--- src/rtl/hazard_unit_if.sv ---
// -----------------------------------------------------------------------------
// hazard_unit_if
//   Bundle of the signals exchanged between the pipeline datapath and the
//   hazard unit.
//
//   master : pipeline side. Drives the per-stage status and instruction
//            words, and receives the enables, flushes, halt and stall count.
//   slave  : hazard unit side. The mirror image of master.
//
//   Signals driven by the pipeline:
//     ihit, dhit              icache / dcache completion strobes
//     dec_reg, ex_reg         instruction words in decode / execute
//     ex_dest, mem_dest       destination registers of the EX / MEM instruction
//     ex_rfWEN, mem_rfWEN     EX / MEM instruction writes the register file
//     ex_dREN                 load in EX
//     mem_dREN, mem_dWEN      load / store in MEM
//     br_taken                decode-stage branch or jump resolved taken
//     wb_halt                 HALT opcode in the MEM/WB register
//   Signals driven by the hazard unit:
//     pc_en, *_en             PC and pipeline register enables
//     *_flush                 load a bubble into that register on the next edge
//     halt                    latched halt
//     stall_cnt               saturating count of stalled cycles
// -----------------------------------------------------------------------------
interface hazard_unit_if #(
    parameter int ST_W = 16
);
    logic            ihit;
    logic            dhit;
    logic [31:0]     dec_reg;
    logic [31:0]     ex_reg;
    logic [4:0]      ex_dest;
    logic [4:0]      mem_dest;
    logic            ex_rfWEN;
    logic            mem_rfWEN;
    logic            ex_dREN;
    logic            mem_dREN;
    logic            mem_dWEN;
    logic            br_taken;
    logic            wb_halt;

    logic            pc_en;
    logic            ifid_en;
    logic            idex_en;
    logic            exmem_en;
    logic            memwb_en;
    logic            ifid_flush;
    logic            idex_flush;
    logic            exmem_flush;
    logic            memwb_flush;
    logic            halt;
    logic [ST_W-1:0] stall_cnt;

    modport master (
        output ihit, dhit, dec_reg, ex_reg, ex_dest, mem_dest,
               ex_rfWEN, mem_rfWEN, ex_dREN, mem_dREN, mem_dWEN,
               br_taken, wb_halt,
        input  pc_en, ifid_en, idex_en, exmem_en, memwb_en,
               ifid_flush, idex_flush, exmem_flush, memwb_flush,
               halt, stall_cnt
    );

    modport slave (
        input  ihit, dhit, dec_reg, ex_reg, ex_dest, mem_dest,
               ex_rfWEN, mem_rfWEN, ex_dREN, mem_dREN, mem_dWEN,
               br_taken, wb_halt,
        output pc_en, ifid_en, idex_en, exmem_en, memwb_en,
               ifid_flush, idex_flush, exmem_flush, memwb_flush,
               halt, stall_cnt
    );
endinterface

--- src/rtl/hazard_unit.sv ---
// -----------------------------------------------------------------------------
// hazard_unit
//   Pipeline hazard controller for the five-stage MIPS core. Resolves the
//   hazards forwarding cannot: load-use, branch operands produced in EX or
//   loaded in MEM, icache miss, dcache wait, and HALT. Drives the PC enable,
//   the four pipeline-register enables and flushes, the latched halt and a
//   saturating stall counter.
//
//   Ports:
//     CLK   in   core clock, all state updates on the rising edge
//     nRST  in   synchronous active-low reset
//     bus   slave modport of hazard_unit_if (all hazard inputs and outputs)
//
//   Enables and flushes are combinational from the inputs and the FSM state;
//   halt and stall_cnt are registered.
// -----------------------------------------------------------------------------
module hazard_unit #(
    parameter int ST_W = 16
) (
    input  logic          CLK,
    input  logic          nRST,
    hazard_unit_if.slave  bus
);

    // MIPS primary opcodes that matter for source-register usage.
    localparam logic [5:0] OP_RTYPE = 6'b000000;
    localparam logic [5:0] OP_J     = 6'b000010;
    localparam logic [5:0] OP_JAL   = 6'b000011;
    localparam logic [5:0] OP_BEQ   = 6'b000100;
    localparam logic [5:0] OP_BNE   = 6'b000101;
    localparam logic [5:0] OP_LUI   = 6'b001111;
    localparam logic [5:0] OP_SW    = 6'b101011;
    localparam logic [5:0] OP_SC    = 6'b111000;
    localparam logic [5:0] OP_HALT  = 6'b111111;

    // LDBR holds the second bubble owed to a branch whose operand is a load
    // still in EX; HALTED is absorbing until reset.
    typedef enum logic [1:0] {
        RUN    = 2'd0,
        LDBR   = 2'd1,
        HALTED = 2'd2
    } state_e;

    state_e          state_q, state_d;
    logic            halt_q;
    logic [ST_W-1:0] stall_cnt_q, stall_cnt_d;

    // ------------------------------------------------------------------
    // Decode-stage source usage
    // ------------------------------------------------------------------
    logic [5:0] dec_op;
    logic [4:0] dec_rs, dec_rt;
    logic       rs_used, rt_used;

    assign dec_op = bus.dec_reg[31:26];
    assign dec_rs = bus.dec_reg[25:21];
    assign dec_rt = bus.dec_reg[20:16];

    assign rs_used = !(dec_op inside {OP_J, OP_JAL, OP_LUI, OP_HALT});
    assign rt_used =   dec_op inside {OP_RTYPE, OP_BEQ, OP_BNE, OP_SW, OP_SC};

    // ------------------------------------------------------------------
    // Hazard detection
    // ------------------------------------------------------------------
    logic lu_hz, br_dec, bx_hz, bm_hz, data_hz, dwait;

    // Register $0 is hardwired to zero, so a zero destination never stalls.
    assign lu_hz = bus.ex_dREN && (bus.ex_dest != 5'd0) &&
                   ((rs_used && (bus.ex_dest == dec_rs)) ||
                    (rt_used && (bus.ex_dest == dec_rt)));

    // Branches compare in decode, so they also wait on ALU results in EX and
    // on loads still in MEM, which forwarding cannot reach in time.
    assign br_dec = (dec_op == OP_BEQ) || (dec_op == OP_BNE);

    assign bx_hz = br_dec && bus.ex_rfWEN && (bus.ex_dest != 5'd0) &&
                   ((bus.ex_dest == dec_rs) || (bus.ex_dest == dec_rt));

    assign bm_hz = br_dec && bus.mem_dREN && (bus.mem_dest != 5'd0) &&
                   ((bus.mem_dest == dec_rs) || (bus.mem_dest == dec_rt));

    assign data_hz = lu_hz || bx_hz || bm_hz;

    assign dwait = (bus.mem_dREN || bus.mem_dWEN) && !bus.dhit;

    // The following inputs carry no information this block needs; they are
    // part of the shared per-stage view used alongside the forwarding unit.
    logic unused_inputs;
    assign unused_inputs = ^{bus.ex_reg, bus.dec_reg[15:0], bus.mem_rfWEN};

    // ------------------------------------------------------------------
    // Enable / flush generation and next state, in priority order
    // ------------------------------------------------------------------
    logic pc_en, ifid_en, idex_en, exmem_en, memwb_en;
    logic ifid_flush, idex_flush, exmem_flush, memwb_flush;

    always_comb begin
        // NOTE: every signal gets a default before the priority chain so no
        // path through the if/else leaves one unassigned and infers a latch.
        pc_en       = 1'b1;
        ifid_en     = 1'b1;
        idex_en     = 1'b1;
        exmem_en    = 1'b1;
        memwb_en    = 1'b1;
        ifid_flush  = 1'b0;
        idex_flush  = 1'b0;
        exmem_flush = 1'b0;
        memwb_flush = 1'b0;
        state_d     = state_q;

        if (!nRST) begin
            // Bubbles everywhere; the flushed registers also take their own
            // reset on this edge, so the enables stay low.
            {pc_en, ifid_en, idex_en, exmem_en, memwb_en} = 5'b0;
            {ifid_flush, idex_flush, exmem_flush, memwb_flush} = 4'b1111;
            state_d = RUN;
        end else if (state_q == HALTED) begin
            {pc_en, ifid_en, idex_en, exmem_en, memwb_en} = 5'b0;
        end else if (bus.wb_halt) begin
            {pc_en, ifid_en, idex_en, exmem_en, memwb_en} = 5'b0;
            state_d = HALTED;
        end else if (dwait) begin
            // Freeze everything up to EX/MEM; let WB drain and refill MEM/WB
            // with a bubble until the dcache answers. LDBR is held so its
            // second bubble is still delivered once the wait clears.
            pc_en       = 1'b0;
            ifid_en     = 1'b0;
            idex_en     = 1'b0;
            exmem_en    = 1'b0;
            memwb_flush = 1'b1;
        end else if (state_q == LDBR) begin
            pc_en      = 1'b0;
            ifid_en    = 1'b0;
            idex_flush = 1'b1;
            state_d    = RUN;
        end else if (data_hz) begin
            pc_en      = 1'b0;
            ifid_en    = 1'b0;
            idex_flush = 1'b1;
            // A load feeding a branch needs the value through MEM before the
            // decode-stage compare can use it: one extra bubble.
            if (bx_hz && bus.ex_dREN) begin
                state_d = LDBR;
            end
        end else if (!bus.ihit) begin
            pc_en      = 1'b0;
            ifid_flush = 1'b1;
        end else if (bus.br_taken) begin
            ifid_flush = 1'b1;
        end
    end

    // Counts every cycle the PC is held while the core is live.
    always_comb begin
        stall_cnt_d = stall_cnt_q;
        if (!pc_en && (state_q != HALTED) && (stall_cnt_q != {ST_W{1'b1}})) begin
            stall_cnt_d = stall_cnt_q + 1'b1;
        end
    end

    // ------------------------------------------------------------------
    // State
    // ------------------------------------------------------------------
    always_ff @(posedge CLK) begin
        // NOTE: non-blocking assignments so every register samples the
        // pre-edge values regardless of statement order.
        if (!nRST) begin
            state_q     <= RUN;
            halt_q      <= 1'b0;
            stall_cnt_q <= '0;
        end else begin
            state_q     <= state_d;
            halt_q      <= (state_d == HALTED);
            stall_cnt_q <= stall_cnt_d;
        end
    end

    // ------------------------------------------------------------------
    // Outputs
    // ------------------------------------------------------------------
    assign bus.pc_en       = pc_en;
    assign bus.ifid_en     = ifid_en;
    assign bus.idex_en     = idex_en;
    assign bus.exmem_en    = exmem_en;
    assign bus.memwb_en    = memwb_en;
    assign bus.ifid_flush  = ifid_flush;
    assign bus.idex_flush  = idex_flush;
    assign bus.exmem_flush = exmem_flush;
    assign bus.memwb_flush = memwb_flush;
    assign bus.halt        = halt_q;
    assign bus.stall_cnt   = stall_cnt_q;

endmodule

--- src/flat_wrapper.sv ---
// flat-port wrapper written by rule: the top's interface ports become plain ports
module hazard_unit_flat 
#(
    parameter int ST_W = 16
)
  (CLK, nRST, bus_ihit, bus_dhit, bus_dec_reg, bus_ex_reg, bus_ex_dest, bus_mem_dest, bus_ex_rfWEN, bus_mem_rfWEN, bus_ex_dREN, bus_mem_dREN, bus_mem_dWEN, bus_br_taken, bus_wb_halt, bus_pc_en, bus_ifid_en, bus_idex_en, bus_exmem_en, bus_memwb_en, bus_ifid_flush, bus_idex_flush, bus_exmem_flush, bus_memwb_flush, bus_halt, bus_stall_cnt);
  hazard_unit_if #(.ST_W(ST_W)) bus_i ();
  input  logic CLK;
  input  logic nRST;
  input wire logic [$bits(bus_i.ihit)-1:0] bus_ihit;
  input wire logic [$bits(bus_i.dhit)-1:0] bus_dhit;
  input wire logic [$bits(bus_i.dec_reg)-1:0] bus_dec_reg;
  input wire logic [$bits(bus_i.ex_reg)-1:0] bus_ex_reg;
  input wire logic [$bits(bus_i.ex_dest)-1:0] bus_ex_dest;
  input wire logic [$bits(bus_i.mem_dest)-1:0] bus_mem_dest;
  input wire logic [$bits(bus_i.ex_rfWEN)-1:0] bus_ex_rfWEN;
  input wire logic [$bits(bus_i.mem_rfWEN)-1:0] bus_mem_rfWEN;
  input wire logic [$bits(bus_i.ex_dREN)-1:0] bus_ex_dREN;
  input wire logic [$bits(bus_i.mem_dREN)-1:0] bus_mem_dREN;
  input wire logic [$bits(bus_i.mem_dWEN)-1:0] bus_mem_dWEN;
  input wire logic [$bits(bus_i.br_taken)-1:0] bus_br_taken;
  input wire logic [$bits(bus_i.wb_halt)-1:0] bus_wb_halt;
  output wire logic [$bits(bus_i.pc_en)-1:0] bus_pc_en;
  output wire logic [$bits(bus_i.ifid_en)-1:0] bus_ifid_en;
  output wire logic [$bits(bus_i.idex_en)-1:0] bus_idex_en;
  output wire logic [$bits(bus_i.exmem_en)-1:0] bus_exmem_en;
  output wire logic [$bits(bus_i.memwb_en)-1:0] bus_memwb_en;
  output wire logic [$bits(bus_i.ifid_flush)-1:0] bus_ifid_flush;
  output wire logic [$bits(bus_i.idex_flush)-1:0] bus_idex_flush;
  output wire logic [$bits(bus_i.exmem_flush)-1:0] bus_exmem_flush;
  output wire logic [$bits(bus_i.memwb_flush)-1:0] bus_memwb_flush;
  output wire logic [$bits(bus_i.halt)-1:0] bus_halt;
  output wire logic [$bits(bus_i.stall_cnt)-1:0] bus_stall_cnt;
  assign bus_i.ihit = bus_ihit;
  assign bus_i.dhit = bus_dhit;
  assign bus_i.dec_reg = bus_dec_reg;
  assign bus_i.ex_reg = bus_ex_reg;
  assign bus_i.ex_dest = bus_ex_dest;
  assign bus_i.mem_dest = bus_mem_dest;
  assign bus_i.ex_rfWEN = bus_ex_rfWEN;
  assign bus_i.mem_rfWEN = bus_mem_rfWEN;
  assign bus_i.ex_dREN = bus_ex_dREN;
  assign bus_i.mem_dREN = bus_mem_dREN;
  assign bus_i.mem_dWEN = bus_mem_dWEN;
  assign bus_i.br_taken = bus_br_taken;
  assign bus_i.wb_halt = bus_wb_halt;
  assign bus_pc_en = bus_i.pc_en;
  assign bus_ifid_en = bus_i.ifid_en;
  assign bus_idex_en = bus_i.idex_en;
  assign bus_exmem_en = bus_i.exmem_en;
  assign bus_memwb_en = bus_i.memwb_en;
  assign bus_ifid_flush = bus_i.ifid_flush;
  assign bus_idex_flush = bus_i.idex_flush;
  assign bus_exmem_flush = bus_i.exmem_flush;
  assign bus_memwb_flush = bus_i.memwb_flush;
  assign bus_halt = bus_i.halt;
  assign bus_stall_cnt = bus_i.stall_cnt;
  hazard_unit #(.ST_W(ST_W)) u_core (.CLK(CLK), .nRST(nRST), .bus(bus_i));
endmodule
--- config.mk ---
export PLATFORM = sky130hd
export DESIGN_NAME = hazard_unit_flat
export DESIGN_NICKNAME = d
export VERILOG_FILES = /design/src/rtl/hazard_unit_if.sv /design/src/rtl/hazard_unit.sv /design/src/flat_wrapper.sv
export SDC_FILE = /design/constraint.sdc
export NUM_CORES = 1
export LEC_CHECK = 0
export CORE_ASPECT_RATIO = 1.5
export CORE_MARGIN = 1
export CORE_UTILIZATION = 37
export CTS_CLUSTER_SIZE = 30
export DETAILED_ROUTE_END_ITERATION = 10
export PLACE_DENSITY = 0.87
export SLEW_MARGIN = 5
export SYNTH_ARGS = -nofsm -noshare
export SYNTH_HDL_FRONTEND = slang
export SYNTH_SLANG_ARGS = --single-unit
--- constraint.sdc ---
create_clock -name CLK -period 7 [get_ports CLK]
set_clock_uncertainty 0.05 [all_clocks]
set_input_delay 1.4 -clock CLK [delete_from_list [all_inputs] [get_ports CLK]]
set_output_delay 1.4 -clock CLK [all_outputs]
set_load 0.02 [all_outputs]
==> impl_metrics.py, run 1 <==
metrics = {
    "sta": {
        "fin_ws_ns": 1.499,
        "finalCritPeriodShare": 0.7859,
        "min_period_ns": 5.501,
        "tns_ns": 0,
        "final-max-slew-violation-count": 0,
        "tightest_slew_ns": 0.4540,
        "max_freq_ghz": 0.1818,
        "finalSetupViolCount": 0,
        "slew_headroom": 0.6964,
        "hold_ws_ns": 0.4347,
        "grt_setup_unrepaired": "false",
        "finalHoldViolCount": 0,
    },
    "clocking": {
        "cts_buffers": 3,
        "root_buffer": "clkbuf_8",
        "cts_tree": "built",
        "clk-insertion-delay-late_ns": 0.25,
        "cts_resized": 0,
        "postCtsSetupRepairBufs": 0,
        "clock-sinks": 19,
        "cts_buffer_depth": 2,
        "cts_hold_buf": 0,
        "cts.htree.levels": 1,
        "clk_pin_slew_ns": 0.07,
    },
    "yosys": {
        "synth_commonest_cells": "nand2_1 (34), dfxtp_1 (19), xnor2_1 (14)",
        "synth-edff-count": 0,
        "synthMuxAreaShare": 0.06061,
        "synth_xor_area_frac": 0.1296,
        "syn_nets": 278,
        "ys_top_cells_by_area": "dfxtp_1 (26%), nand2_1 (8.6%), xnor2_1 (8.2%)",
        "yosysTopAreaCellShare": 0.2559,
        "ys_seq_area_frac": 0.2559,
        "synth_top_family_by_area": "simple AND/OR/NAND/NOR gates",
        "synth_area_per_cell_um2": 7.742,
        "ys_async_sr_fraction": 0,
        "synth_most_common_cell": "nand2_1",
        "yosys.area.top_type": "dfxtp_1",
        "synthFlopType": "dfxtp_1",
        "syn_inst": 192,
        "synth-simple-area-share": 0.3914,
        "ys_warn_count": 0,
        "synthAdderAreaFrac": 0.008418,
        "synth-compound-area-share": 0.1136,
        "synth.cell_area_um2": 1486,
        "ys_ff_latch": 19,
        "synth.distinct_cells": 38,
    },
    "critical_path": {
        "setup.worst_path.start_class": "input pin",
        "cp.arrival_ns": 4.05,
        "critical_path_class": "in2out",
        "end_kind": "primary output",
        "crit_required_ns": 5.55,
        "crit_fanout": 19,
    },
    "grt": {
        "grt_pass1_vias": 1507,
        "grt_pass1_wl_mm": 6.189,
        "antenna_found_initial": 0,
        "grt_max_degree": 20,
        "grt.overflow.total": 0,
        "grt_util_all_layers": 0.1902,
    },
    "finish": {
        "final_area_um2": 2166,
        "fin_util": 0.5776,
        "nets": 339,
        "area_growth_pct": 45.71,
        "final_cells": 295,
        "n_antenna_cell": 0,
        "drive_above_1_share": 0.07143,
    },
    "place": {
        "place.gp.congestion": 0.7654,
        "place_hpwl_mm": 3.021,
        "port_buffers": 61,
        "post-place-cells": 291,
        "placed_area_um2": 2121,
        "place_ws_ns": 1.508,
    },
    "floorplan": {
        "die_x_um": 53.75,
        "fp.dieH_um": 79.63,
        "ioPinCount": 111,
        "die-area_um2": 4280,
        "start_util": 0.3964,
        "num_rows": 27,
        "core_um2": 3750,
    },
    "power": {
        "finalPower_mw": 0.2669,
        "power_density_nw_per_um2": 123.2,
        "ir_drop_mv": 0.1005,
        "combPwrFrac": 0.288,
        "seqPwrFrac": 0.424,
        "p_int_mw": 0.1922,
        "power_frac_clock": 0.288,
        "p_leak_nw": 0.7342,
        "p_switching_mw": 0.07473,
        "netSwitchingFraction": 0.2799,
    },
    "detailed_routing": {
        "drt_iter0_drc": 54,
        "routedWlPerCell_um": 13.66,
        "wl_mm": 4.029,
        "via_count": 1615,
        "drcViolationCount": 0,
        "ant_nets": 0,
        "viasPerCell": 5.475,
        "first_pass_iters": 4,
    },
    "hold_path": {
        "hold_class": "reg2reg",
    },
    "outcome": {
        "status": "complete, no violations",
    },
    "job": {
        "maxCapViolCount": 0,
    },
}
==> worst paths after layout <==
kind | start | endpoint | slack, ns | cells past startpoint
max | bus_mem_dest[0] | bus_pc_en | 1.50 | 6
max reg2reg | u_core.bus.stall_cnt[2]$_SDFFE_PN0P_ | u_core.bus.stall_cnt[11]$_SDFFE_PN0P_ | 4.66 | 7
min reg2reg | u_core.bus.stall_cnt[4]$_SDFFE_PN0P_ | u_core.bus.stall_cnt[4]$_SDFFE_PN0P_ | 0.43 | 2
min | u_core.bus.stall_cnt[4]$_SDFFE_PN0P_ | u_core.bus.stall_cnt[4]$_SDFFE_PN0P_ | 0.43 | 2
==> power by group through the flow <==
stage | clock network [mW] | logic, mW | registers [mW]
2_1_floorplan | 0 | 0.0334 | 0.118
3_3_place_gp | 0 | 0.0749 | 0.116
3_5_place_dp | 0 | 0.0765 | 0.116
4_1_cts | 0.0788 | 0.0771 | 0.113
5_1_grt | 0.0833 | 0.0827 | 0.113
6_report | 0.0770 | 0.0769 | 0.113
==> cell usage in the layout, fill, tap and decap left out, types with 2 or more instances in the layout <==
cell and n:
buf_4 2, inv_1 4, dfxtp_1 19, a21oi_1 6
nor4_1 4, nor2_1 13, o31ai_1 4, nor4_2 3
nand3_1 13, mux2i_1 9, nand4_1 2, nor2b_1 2
or4_1 5, o22ai_1 2, o21ai_0 7, nand2_1 34
clkbuf_8 3, xor2_1 8, nor3_1 8, xnor2_1 14
nand2b_1 8, clkdlybuf4s50_1 61, and3_1 5
==> cells by family after synthesis <==
group                    count (synthesis)
XOR/XNOR                                22
AND/OR/NAND/NOR                        106
adder cells (fa/ha/maj)                  1
buffers and inverters                   11
flip-flops                              19
multiplexers                             9
AO/OA/AOI/OAI                           24
==> final cells by class <==
cell class | count | area (um2)
inverter | 4 | 15.01
clock buffer | 4 | 45.04
timing repair buffer | 63 | 625.6
fill | 344 | 1584
sequential | 19 | 380.4
tap | 43 | 53.80
multi-input combinational | 162 | 1046
==> registers in the layout, summed over array words and instances, names as in the netlist <==
| signal | cells |
|---|---|
| u_core.bus.stall_cnt | 16 |
| u_core.bus.halt | 1 |
| u_core.state_q | 2 |
==> metal layers <==
metal	up-vias	track usage	share of wire
li1	799	-	-
met4	0	0.04737	0.0045
met5	-	0	0
met1	741	0.1842	0.39
met2	71	0.3802	0.50
met3	4	0.03429	0.10
==> critical path: stages <==
cell and delay (ns):
clkdlybuf4s50_1 0.50, or4_1 0.54, o2111ai_1 0.30, o2111ai_4 0.21, nor2_4 0.41, clkdlybuf4s50_1 0.69
No activity file was read; power rests on OpenSTA's default activity.
==> run 2: changes to the inputs <==
--- a/config.mk
+++ b/config.mk
@@ -7,10 +7,10 @@
 export LEC_CHECK = 0
 export CORE_ASPECT_RATIO = 1.5
 export CORE_MARGIN = 1
-export CORE_UTILIZATION = 37
+export CORE_UTILIZATION = 31
 export CTS_CLUSTER_SIZE = 30
 export DETAILED_ROUTE_END_ITERATION = 10
-export PLACE_DENSITY = 0.87
+export PLACE_DENSITY = 0.77
 export SLEW_MARGIN = 5
 export SYNTH_ARGS = -nofsm -noshare
 export SYNTH_HDL_FRONTEND = slang
==> constraint.sdc (replaced) <==
create_clock -name CLK -period 4.9 [get_ports CLK]
set_clock_uncertainty 0.05 [all_clocks]
set_input_delay 0.98 -clock CLK [delete_from_list [all_inputs] [get_ports CLK]]
set_output_delay 0.98 -clock CLK [all_outputs]
set_load 0.02 [all_outputs]
==> run 2 against run 1 <==
Compared with the run above: routed wire length increased by 3.2%; first-iteration DRC count increased by 110%; global-route usage decreased by 2.5 points; register-to-register slack got worse by 2.2 ns; sequential share of layout area decreased by 0.28 points; critical path type unchanged.
==> impl_metrics.py, run 2 (synthesized netlist as in run 1, its figures left out) <==
metrics = {
    "sta": {
        "tightest_slew_ns": 0.4347,
        "tns_ns": 0,
        "final-max-slew-violation-count": 0,
        "grt_setup_unrepaired": "false",
        "slew_headroom": 0.7095,
        "finalSetupViolCount": 0,
        "finalHoldViolCount": 0,
        "finalCritPeriodShare": 0.9508,
        "min_period_ns": 4.659,
        "max_freq_ghz": 0.2146,
    },
    "clocking": {
        "clock-sinks": 19,
        "cts.htree.levels": 1,
        "clk_pin_slew_ns": 0.07,
        "root_buffer": "clkbuf_8",
        "cts_tree": "built",
        "cts_resized": 0,
        "cts_buffers": 3,
        "postCtsSetupRepairBufs": 0,
        "cts_hold_buf": 0,
        "cts_buffer_depth": 2,
        "clk-insertion-delay-late_ns": 0.26,
    },
    "floorplan": {
        "ioPinCount": 111,
        "num_rows": 30,
        "die-area_um2": 5082,
        "fp.dieH_um": 86.81,
        "start_util": 0.3246,
        "die_x_um": 58.54,
        "core_um2": 4579,
    },
    "power": {
        "combPwrFrac": 0.288,
        "seqPwrFrac": 0.422,
        "power_density_nw_per_um2": 174.1,
        "power_frac_clock": 0.291,
        "p_int_mw": 0.2737,
        "finalPower_mw": 0.3832,
        "netSwitchingFraction": 0.2857,
        "p_switching_mw": 0.1095,
        "p_leak_nw": 0.7417,
        "ir_drop_mv": 0.1355,
    },
    "finish": {
        "area_growth_pct": 48.06,
        "final_common_cell": "clkdlybuf4s50_1",
        "largest_register_ffs": 16,
        "drive_above_1_share": 0.07905,
        "nets": 340,
        "n_antenna_cell": 0,
        "final_cell_mix": "clkdlybuf4s50_1 (61), nand2_1 (34), dfxtp_1 (19)",
        "fin_util": 0.4806,
    },
    "detailed_routing": {
        "viasPerCell": 5.025,
        "via_count": 1593,
        "drt_iter0_drc": 111,
        "first_pass_iters": 4,
        "wl_mm": 4.157,
        "ant_nets": 0,
        "routedWlPerCell_um": 13.11,
        "drcViolationCount": 0,
    },
    "place": {
        "place_hpwl_mm": 3.222,
        "place.gp.congestion": 0.7830,
        "port_buffers": 61,
    },
    "critical_path": {
        "crit_top_cell": "clkdlybuf4s50_1",
        "cp.arrival_ns": 3.63,
        "end_kind": "primary output",
        "crit_required_ns": 3.87,
        "critical_path_class": "in2out",
        "crit_slowest_cell": "clkdlybuf4s50_1",
        "max_stage_delay_ns": 0.69,
        "setup.worst_path.start_class": "input pin",
        "crit_path_cell_trace": "clkdlybuf4s50_1 > or4_1 > o2111ai_1 > o2111ai_4 > nor2_4 > clkdlybuf4s50_1",
        "crit_fanout": 19,
    },
    "grt": {
        "grt_pass1_vias": 1506,
        "antenna_found_initial": 0,
        "grt_pass1_wl_mm": 6.513,
        "grt_util_all_layers": 0.1657,
        "grt.overflow.total": 0,
        "grt_max_degree": 23,
    },
    "outcome": {
        "status": "complete, no violations",
    },
    "job": {
        "maxCapViolCount": 0,
    },
    "hold_path": {
        "hold_class": "reg2reg",
    },
}
run 2: per-layer routing:
metal,GRT usage,routed length (um),up-vias
met5,0,0,-
met4,0.06277,80,0
met3,0.02537,330,7
met2,0.3250,2101,70
met1,0.1696,1644,718
li1,-,-,798
run 2: worst max-delay path, delay by kind of cell:
family	cells	cell delay (ns)
buffers and inverters	2	1.18
AND/OR/NAND/NOR	2	0.92
AO/OA/AOI/OAI	2	0.54
run 2: path summary, 6_finish.rpt:
| path | from | end | slack, ns | depth (start not counted) |
|---|---|---|---|---|
| max | bus_mem_dest[0] | bus_pc_en | 0.24 | 6 |
| min | u_core.bus.stall_cnt[6]$_SDFFE_PN0P_ | u_core.bus.stall_cnt[6]$_SDFFE_PN0P_ | 0.43 | 2 |
| max reg2reg | u_core.bus.stall_cnt[2]$_SDFFE_PN0P_ | u_core.bus.stall_cnt[11]$_SDFFE_PN0P_ | 2.51 | 7 |
| min reg2reg | u_core.bus.stall_cnt[6]$_SDFFE_PN0P_ | u_core.bus.stall_cnt[6]$_SDFFE_PN0P_ | 0.43 | 2 |
run 2: final cells by class:
class / count / area [um2]
fillers: 453 / 2379
multi-input cells: 162 / 1046
repair buffers: 64 / 633.1
flip-flops and latches: 19 / 380.4
well taps: 64 / 80.08
clock buffers: 3 / 41.29
inverters: 4 / 15.01
clock inverters: 1 / 5.005
run 2: metrics by stage:
| stage | hold slack [ns] | cell area, um2 | setup WS [ns] | std cells |
|---|---|---|---|---|
| after detailed placement | 0.4216 | 2155 | 0.2298 | 313 |
| after floorplan | 0.4331 | 1486 | 1.390 | 192 |
| final | 0.4346 | 2201 | 0.2410 | 317 |
| after global placement | 0.4157 | 2155 | 0.2337 | 313 |
| after CTS | 0.4335 | 2201 | 0.2271 | 317 |
| after global routing | 0.4652 | 2201 | 0.1120 | 317 |
run 2: power by group through the flow:
stage / logic (mW) / registers, mW / clock network (mW)
floorplan: 0.0477 / 0.168 / 0
global placement: 0.109 / 0.165 / 0
detailed placement: 0.110 / 0.165 / 0
CTS: 0.111 / 0.161 / 0.115
global route: 0.119 / 0.162 / 0.123
finish: 0.110 / 0.162 / 0.111
